File: config.mk
export PLATFORM = sky130hd
export DESIGN_NAME = wrr_arb_flat
export DESIGN_NICKNAME = d
export VERILOG_FILES = /design/src/rtl/wrr_arb_pkg.sv /design/src/rtl/wrr_arb_if.sv /design/src/rtl/lzc.sv /design/src/rtl/wrr_arb.sv /design/src/flat_wrapper.sv
export SDC_FILE = /design/constraint.sdc
export NUM_CORES = 1
export LEC_CHECK = 0
export CORE_MARGIN = 2
export CORE_UTILIZATION = 31
export CTS_CLUSTER_SIZE = 25
export DETAILED_ROUTE_END_ITERATION = 7
export PLACE_DENSITY = 0.82
export SETUP_SLACK_MARGIN = 0.02
export SLEW_MARGIN = 0
export SYNTH_ARGS = -nofsm -noshare
export SYNTH_HDL_FRONTEND = slang
export SYNTH_SLANG_ARGS = --single-unit
File: constraint.sdc
create_clock -name clk_i -period 4.4 [get_ports clk_i]
set_clock_uncertainty 0.15 [all_clocks]
set_input_delay 1.1 -clock clk_i [delete_from_list [all_inputs] [get_ports clk_i]]
set_output_delay 1.1 -clock clk_i [all_outputs]
set_load 0.005 [all_outputs]
File: src/rtl/wrr_arb_pkg.sv
// Shared definitions for the weighted round-robin arbiter.
package wrr_arb_pkg;

    // Index width for an N-input selector; a single input still needs one bit.
    function automatic int idxWidth(input int n);
        return (n > 1) ? $clog2(n) : 1;
    endfunction

endpackage

File: src/rtl/wrr_arb_if.sv
// Downstream request channel of the arbiter: the selected request, its
// payload and index travel out, the grant comes back.
interface wrr_arb_if #(
    parameter int DataWidth = 32,
    parameter int IdxWidth  = 2
) ();
    logic                 req;
    logic                 gnt;
    logic [DataWidth-1:0] data;
    logic [IdxWidth-1:0]  idx;

    modport master (output req, output data, output idx, input gnt);
    modport slave  (input req, input data, input idx, output gnt);
endinterface

File: src/rtl/lzc.sv
// Zero counter scanning upward from bit 0: reports the position of the lowest
// set bit, or 0 with empty_o raised when no bit is set.
module lzc
    import wrr_arb_pkg::*;
#(
    parameter int Width    = 4,
    parameter int CntWidth = idxWidth(Width)
) (
    input  logic [Width-1:0]    in_i,
    output logic [CntWidth-1:0] cnt_o,
    output logic                empty_o
);

    // Walk from the top down so the lowest set bit is the last one written.
    always_comb begin
        cnt_o   = '0;
        empty_o = 1'b1;
        for (int i = Width - 1; i >= 0; i--) begin
            if (in_i[i]) begin
                cnt_o   = CntWidth'(i);
                empty_o = 1'b0;
            end
        end
    end

endmodule

File: src/rtl/wrr_arb.sv
// Weighted round-robin arbiter: each input may win up to weight_i consecutive
// handshakes before the turn passes to the next requester. With LockIn set, a
// stalled selection is held until the downstream accepts it.
module wrr_arb
    import wrr_arb_pkg::*;
#(
    parameter int NumIn       = 4,
    parameter int DataWidth   = 32,
    parameter int WeightWidth = 4,
    parameter int LockIn      = 1,
    localparam int IdxWidth   = idxWidth(NumIn)
) (
    input  logic                                 clk_i,
    input  logic                                 rst_ni,
    input  logic                                 flush_i,
    input  logic [NumIn-1:0][WeightWidth-1:0]    weight_i,
    input  logic [NumIn-1:0]                     req_i,
    output logic [NumIn-1:0]                     gnt_o,
    input  logic [NumIn-1:0][DataWidth-1:0]      data_i,
    wrr_arb_if.master                            dn
);

    if (NumIn == 1) begin : gSingle
        assign dn.req  = req_i[0];
        assign dn.idx  = '0;
        assign dn.data = data_i[0];
        assign gnt_o   = dn.gnt & req_i[0];
    end else begin : gMulti
        localparam int CW = WeightWidth + 1;

        logic [IdxWidth-1:0]    ptr_q, ptr_d, lidx_q, lidx_d;
        logic [WeightWidth-1:0] cnt_q, cnt_d;
        logic                   lock_q, lock_d;
        logic [NumIn-1:0]       maskedReq;
        logic [IdxWidth-1:0]    maskedIdx, wrapIdx, searchIdx, sel, nextPtr;
        logic                   maskedEmpty, wrapEmpty;
        logic                   reqAny, gntIn, handshake;
        logic [WeightWidth-1:0] weightEff;
        logic [CW-1:0]          cntInc;
        logic [DataWidth-1:0]   dataSel;

        // Keep only requesters at or above the pointer for the first search.
        always_comb begin
            maskedReq = '0;
            for (int i = 0; i < NumIn; i++) begin
                maskedReq[i] = req_i[i] && (i >= int'(ptr_q));
            end
        end

        lzc #(.Width(NumIn), .CntWidth(IdxWidth)) uMasked (
            .in_i    (maskedReq),
            .cnt_o   (maskedIdx),
            .empty_o (maskedEmpty)
        );

        lzc #(.Width(NumIn), .CntWidth(IdxWidth)) uWrap (
            .in_i    (req_i),
            .cnt_o   (wrapIdx),
            .empty_o (wrapEmpty)
        );

        assign searchIdx = wrapEmpty ? '0 : (maskedEmpty ? wrapIdx : maskedIdx);
        assign sel       = lock_q ? lidx_q : searchIdx;
        assign reqAny    = |req_i;
        assign gntIn     = dn.gnt;
        assign handshake = reqAny & gntIn;
        assign dataSel   = data_i[sel];

        assign dn.req  = reqAny;
        assign dn.idx  = sel;
        assign dn.data = dataSel;

        // Route the downstream grant back to the selected input only.
        always_comb begin
            gnt_o      = '0;
            gnt_o[sel] = handshake;
        end

        // Zero weight behaves as one; explicit wrap keeps odd NumIn in range.
        assign weightEff = (weight_i[sel] == '0) ? WeightWidth'(1) : weight_i[sel];
        assign cntInc    = (sel == ptr_q) ? ({1'b0, cnt_q} + CW'(1)) : CW'(1);
        assign nextPtr   = (int'(sel) == NumIn - 1) ? '0 : sel + IdxWidth'(1);

        // Next-state: flush beats the handshake and lock updates.
        always_comb begin
            ptr_d  = ptr_q;
            cnt_d  = cnt_q;
            lock_d = lock_q;
            lidx_d = lidx_q;
            if (flush_i) begin
                ptr_d  = '0;
                cnt_d  = '0;
                lock_d = 1'b0;
            end else if (handshake) begin
                lock_d = 1'b0;
                if (cntInc >= {1'b0, weightEff}) begin
                    ptr_d = nextPtr;
                    cnt_d = '0;
                end else begin
                    ptr_d = sel;
                    cnt_d = cntInc[WeightWidth-1:0];
                end
            end else if ((LockIn != 0) && reqAny) begin
                lock_d = 1'b1;
                lidx_d = sel;
            end
        end

        // Pointer, credit and lock registers; reset discards everything.
        always_ff @(posedge clk_i or negedge rst_ni) begin
            if (!rst_ni) begin
                ptr_q  <= '0;
                cnt_q  <= '0;
                lock_q <= 1'b0;
                lidx_q <= '0;
            end else begin
                ptr_q  <= ptr_d;
                cnt_q  <= cnt_d;
                lock_q <= lock_d;
                lidx_q <= lidx_d;
            end
        end

        // A locked input must keep requesting with the payload it stalled on.
        lockHold: assert property (@(posedge clk_i) disable iff (!rst_ni)
            ((LockIn != 0) && reqAny && !gntIn && !flush_i) |=>
            (!lock_q || (req_i[lidx_q] && (data_i[lidx_q] == $past(dataSel)))));
    end

endmodule
File: src/flat_wrapper.sv
// flat-port wrapper written by rule: the top's interface ports become plain ports
module wrr_arb_flat import wrr_arb_pkg::*;
#(
    parameter int NumIn       = 4,
    parameter int DataWidth   = 32,
    parameter int WeightWidth = 4,
    parameter int LockIn      = 1,
    localparam int IdxWidth   = idxWidth(NumIn)
)
  (clk_i, rst_ni, flush_i, weight_i, req_i, gnt_o, data_i, dn_req, dn_data, dn_idx, dn_gnt);
  wrr_arb_if #(.DataWidth(DataWidth)) dn_i ();
  input  logic clk_i;
  input  logic rst_ni;
  input  logic flush_i;
  input  logic [NumIn-1:0][WeightWidth-1:0] weight_i;
  input  logic [NumIn-1:0] req_i;
  output logic [NumIn-1:0] gnt_o;
  input  logic [NumIn-1:0][DataWidth-1:0] data_i;
  output wire logic [$bits(dn_i.req)-1:0] dn_req;
  output wire logic [$bits(dn_i.data)-1:0] dn_data;
  output wire logic [$bits(dn_i.idx)-1:0] dn_idx;
  input wire logic [$bits(dn_i.gnt)-1:0] dn_gnt;
  assign dn_req = dn_i.req;
  assign dn_data = dn_i.data;
  assign dn_idx = dn_i.idx;
  assign dn_i.gnt = dn_gnt;
  wrr_arb #(.NumIn(NumIn), .DataWidth(DataWidth), .WeightWidth(WeightWidth), .LockIn(LockIn)) u_core (.clk_i(clk_i), .rst_ni(rst_ni), .flush_i(flush_i), .weight_i(weight_i), .req_i(req_i), .gnt_o(gnt_o), .data_i(data_i), .dn(dn_i));
endmodule
## After elaboration in Yosys (flattened, before gate mapping)

Index checks and enable logic that the tools add are counted.

- Equality and inequality tests: 2
- Bitwise operators: 4
- Add/sub/neg operators: 2
- Magnitude comparators: 6
- Reductions and logical operators: 9
- Mux-type cells: 35

Operator list:

| kind | count |
|---|---|
| $bmux 32 s2 | 1 |
| $mux 32 | 1 |
| $mux 2 | 14 |
| $mux 4 | 5 |
| $mux 1 | 11 |
| $bmux 4 s2 | 1 |
| $add 4x1->5 const B | 1 |
| $ge 5x4->1 | 1 |
| $mux 5 | 1 |
| $and 4x4->4 | 1 |
| $ge 1x2->1 const A | 2 |
| $logic_and 1x1->1 | 4 |
| $logic_not 4->1 | 1 |
| $reduce_or 4->1 | 1 |
| $lt 2x3->1 const B | 1 |
| $reduce_and 3->1 | 1 |
| $reduce_bool 3->1 | 1 |
| $add 2x1->2 const B | 1 |
| $demux 1 s2 | 1 |
| $eq 2x1->1 const B | 1 |
| $eq 2x2->1 | 1 |
| $ge 2x1->1 const B | 1 |
| $ge 2x2->1 const A | 1 |
| $not 1->1 | 2 |
| other kinds (2) | 2 |

- Register bits: 9
- Logic and storage cells: 62
- Input bits: 152

## Logic depth before layout (Yosys ltp)

- Word-level depth: 16
- Mapped depth: 16
- Mapped depth without buffers: 15

## Cells and area by module

A second synthesis with hierarchy kept.

- Cells, all modules: 334
- Area total of the unflattened synthesis: 2021.9 µm²

Modules (own cells, without submodules):

| module | area an instance (µm²) | seq. area each (µm²) | cells an instance | instances |
|---|---|---|---|---|
| wrr_arb | 1949.4 | 225.2 | 322 | 1 |
| lzc | 36.3 | 0.0 | 6 | 2 |

## Worst setup path before layout

No wires, ideal clock.

- Path kind: in2reg
- From: input port req_i[1]
- To: register u_core.gMulti.cnt_q[3]
- Setup slack: 177 ps
- Setup time: 78 ps
- Stages: 15
- Buffers on the path: 1
- Data arrival time: 3995 ps
- Data required time: 4172 ps
- Cells stage by stage: nor4_1 inv_2 o211ai_4 o31ai_4 inv_2 buf_2 mux4_2 o31ai_2 ha_1 nand2b_1 a21oi_1 o21ai_0 nor4_1 nand3_1 a21oi_1

RTL lines:

| what | line | RTL |
|---|---|---|
| start: declaration | flat_wrapper.sv:16 | `input logic [NumIn-1:0] req_i;` |
| $reduce_or 4->1 | wrr_arb.sv:64 | `assign reqAny = \|req_i;` |
| named net dn_req | flat_wrapper.sv:19 | `output wire logic [$bits(dn_i.req)-1:0] dn_req;` |
| $and 1x1->1 | wrr_arb.sv:66 | `assign handshake = reqAny & gntIn;` |
| $reduce_bool 2->1 (no line) | - |  |
| end signal: assignment | wrr_arb.sv:118 | `cnt_q <= cnt_d;` |
| end: declaration | wrr_arb.sv:32 | `logic [WeightWidth-1:0] cnt_q, cnt_d;` |

The timed path passes the listed nets, and every way through them passes these cells. The select of a mux whose other input is x is not followed.
A chain may end at the register's enable or synchronous reset.

## Worst setup path after layout

- From: input port req_i[1]
- To: output port dn_data[14]

- Word-level cells in the longest chain between the ends: 8

RTL lines:

| what | line | RTL |
|---|---|---|
| $logic_and 1x1->1 | wrr_arb.sv:46 | `maskedReq[i] = req_i[i] && (i >= int'(ptr_q));` |
| $mux 2 or $mux 1 (tied branches) (2 in series) | lzc.sv:19 | `if (in_i[i]) begin` |
| $mux 2 | wrr_arb.sv:62 | `assign searchIdx = wrapEmpty ? '0 : (maskedEmpty ? wrapIdx : maskedIdx);` |
| $mux 2 * | wrr_arb.sv:62 |  |
| $mux 2 * | wrr_arb.sv:63 | `assign sel = lock_q ? lidx_q : searchIdx;` |
| $bmux 32 s2 * | wrr_arb.sv:67 | `assign dataSel = data_i[sel];` |
| $mux 32 (implied by the code) * | wrr_arb.sv:67 |  |
| end: declaration | flat_wrapper.sv:20 | `output wire logic [$bits(dn_i.data)-1:0] dn_data;` |

Every way passes the cells marked *; elsewhere a longest branch is shown, timed or not. The select of a mux whose other input is x is not followed.

==> results.toml <==
[yosys]
synthAdderAreaFrac_pct = 5.60
async_flop_share_pct = 100
synth-edff-count = 0
synthSimpleGateAreaFrac_pct = 46.9
synth_nets = 500
synthFlopType = "dfrtp_1"
synth_compound_area_share_pct = 23.8
synthTopCellsByArea = "nand2_1 26%, and3_1 12%, dfrtp_1 11%, a31oi_1 10%, ha_1 5.6%"
synthCells = 339
yosysUniqueCellTypes = 43
yosys_warnings = 0
synth-seq-area-share_pct = 11.2
synth_top_area_share_pct = 25.8
synthMuxAreaShare_pct = 5.29
synth.avg_cell_area_um2 = 5.93
yosys.area_share.xor_xnor_pct = 0.436
synth_top_family_by_area = "simple AND/OR/NAND/NOR gates"
syn_area_um2 = 2010
ys_seq_elements = 9
synth_top_area_cell = "nand2_1"

[cts]
htree_levels = 1
cts_max_path_buffers = 2
insertion_delay_ns = 0.23
cts_buffers = 3
root_buffer = "clkbuf_8"
clock_sinks = 9
clkTransAtPathRegs_ns = 0.05
cts_tree = "yes"

[timing]
holdWs_ns = 0.329
slew_violations = 0
finalSetupViolations = 0
period_share_pct = 97.9
setup_ws_ns = 0.0914
rsz0062_at_grt = "true"
slew-limit-headroom_pct = 63.3
hold_viol_final = 0
max_clock_freq_mhz = 232
min_period_ns = 4.31
fin_setup_tns_ns = 0
worstMarginPinSlew_ns = 0.543

[global_routing]
busiest_layer = "met2"
grt_max_degree = 25
grt_pass1_wl_um = 15900
grt_use_total_pct = 27.0
grt_pass1_vias = 3335
grt_overflow = 0
grt_use_met2_pct = 48.0
antenna_found_initial = 0
grt_use_met3_pct = 5.01
use_met1_pct = 32.3

[placed_design]
post-place-ws_ns = -0.491
postPlaceCellArea_um2 = 4260
gp_congestion = 0.900
port_buffers = 190
post-dp-hpwl_um = 7560

[final_layout]
fillers = 515
area_growth_pct = 129
finish.instance_area_um2 = 4600
drive_above_1_share_pct = 20.5
mostFrequentLayoutCells = "150 x clkdlybuf4s50_1, 138 x nand2_1, 42 x buf_4, 39 x and3_1, 32 x a31oi_1"
diodes = 0
final_common_cell = "clkdlybuf4s50_1"
nNetsFinal = 733

[route]
drt-total-wl_um = 10200
drt-wirelength-per-cell_um = 15.7
drt_drc_violations_left = 0
ant_nets = 0
viasPerCell = 5.25
firstDrtPassIters = 5
num_vias = 3399
drt_iter0_drc = 106

[worst_setup_path]
r2r_cells = 17
required_ns = 3.15
cp_data_arrival_time_ns = 3.06
crit_type = "input port to output pin"
cp_max_fo = 9
rr_endpoint = "u_core.gMulti.cnt_q[3]"
cp-start-kind = "input port"
reg2reg_from = "u_core.gMulti.ptr_q[0]"
critPathCaptureType = "output pin"
rrSetupSlack_ns = 0.86

[floorplanning]
core_um2 = 6310
die_height_um = 84.5
ioPinCount = 191
start_util_pct = 31.8
die_area_um2 = 7150
die_w_um = 84.5
fp-row-count = 29

[power]
intPower_mw = 0.780
p_clk_share_pct = 7.5
p_per_area_nw_per_um2 = 280
vdd_ir_drop_max_mv = 0.162
p_switching_mw = 0.507
swShare_pct = 39.4
pwr-share-seq_pct = 8.2
finalPower_mw = 1.29
leakagePower_nw = 2.12
comb_power_share_pct = 84.3

[min_path]
min_path_type = "register to register"
holdPathStages = 2
min-delay-start = "u_core.gMulti.lidx_q[0]"
whs_endpoint = "u_core.gMulti.lidx_q[0]"

[job]
maxCapViolCount = 0

[run_status]
status = "finished clean"
[cells by family (layout without fill, tap and decap cells)]
family | Yosys count | count (layout)
AND/OR/NAND/NOR | 210 | 210
adder cells (fa/ha/maj) | 9 | 9
multiplexers | 8 | 8
flip-flops | 9 | 9
XOR/XNOR | 1 | 1
buffers and inverters | 33 | 265
AO/OA/AOI/OAI | 69 | 69
[sequential cells by signal (all words and copies together), names as in the netlist]
signal and flops:
u_core.gMulti.lidx_q 2, u_core.gMulti.ptr_q 2, u_core.gMulti.lock_q 1, u_core.gMulti.cnt_q 4
[timing repair]
action | in CTS | in global routing
endpoints found under the setup margin | 44 | 38
gates cloned | 5 | 0
hold buffers | 0 | 0
buffers inserted | 15 | 4
resized for setup | 138 | 16
hold endpoints to repair | 0 | 0
pin swaps | 2 | 11
[power by group through the flow]
stage	logic, mW	clock network, mW	registers [mW]
2_1_floorplan	0.423	0	0.100
5_1_grt	1.18	0.102	0.107
4_1_cts	1.03	0.0970	0.105
3_5_place_dp	0.950	0	0.106
6_report	1.08	0.0965	0.106
3_3_place_gp	0.935	0	0.106
[critical path, stage by stage]
cell and delay (ns):
dlygate4sd2_1 0.22, nor4_2 0.04, buf_4 0.13, inv_2 0.07, o211ai_4 0.10, o31ai_4 0.27
buf_6 0.16, buf_6 0.11, buf_4 0.11, buf_12 0.11, buf_6 0.10, nand2_1 0.05
and3_1 0.18, a31oi_2 0.16, buf_2 0.14
[how the worst max path moves through the flow]
stage / endpoint / depth (start not counted) / from / slack, ns
3_3_place_gp: dn_data[16] / 12 / req_i[1] / -0.41
2_1_floorplan: u_core.gMulti.cnt_q[3] / 15 / req_i[1] / 0.18
3_5_place_dp: dn_data[7] / 12 / req_i[0] / -0.49
5_1_grt: dn_data[18] / 14 / req_i[3] / 0.003
6_report: dn_data[14] / 15 / req_i[1] / 0.09
4_1_cts: dn_data[3] / 14 / req_i[1] / 0.02
[metrics by stage]
step                      utilization [%]  cells
final                                72.8    648
after CTS                            71.0    644
after global placement               67.5    620
after floorplan                         -    339
after global routing                 72.8    648
after detailed placement             67.5    620
[Yosys cell counts, types with 3 or more instances]
library cell,count
nor4_1,3
and3_1,39
nor2_1,5
ha_1,9
nand3_1,5
clkbuf_1,15
nor3_1,5
dfrtp_1,9
nor2b_1,3
and2_1,3
nand2_1,138
o21a_1,3
inv_1,6
a31oi_1,33
mux2i_1,5
a21oi_1,7
o21ai_0,8
nand2b_1,6
buf_2,9
[cell type report]
cell class              count  area [um^2]  area share (%)
multi-input cells         297         1750            38.1
repair buffers            253         2450            53.2
clock buffers               3         41.3           0.898
clock inverters             1         5.00           0.109
inverters                   8         32.5           0.708
well taps                  77         96.3            2.10
flip-flops and latches      9          225            4.90
[routing by layer]
layer  vias up  routed length, um  part of all wire, %
met5         -                  0                    0
met4         0                355                  3.5
met3        30                886                  8.7
met2       188               4940                   48
met1      1527               4000                   39
li1       1654                  -                    -
No activity file was read; power rests on OpenSTA's default activity.
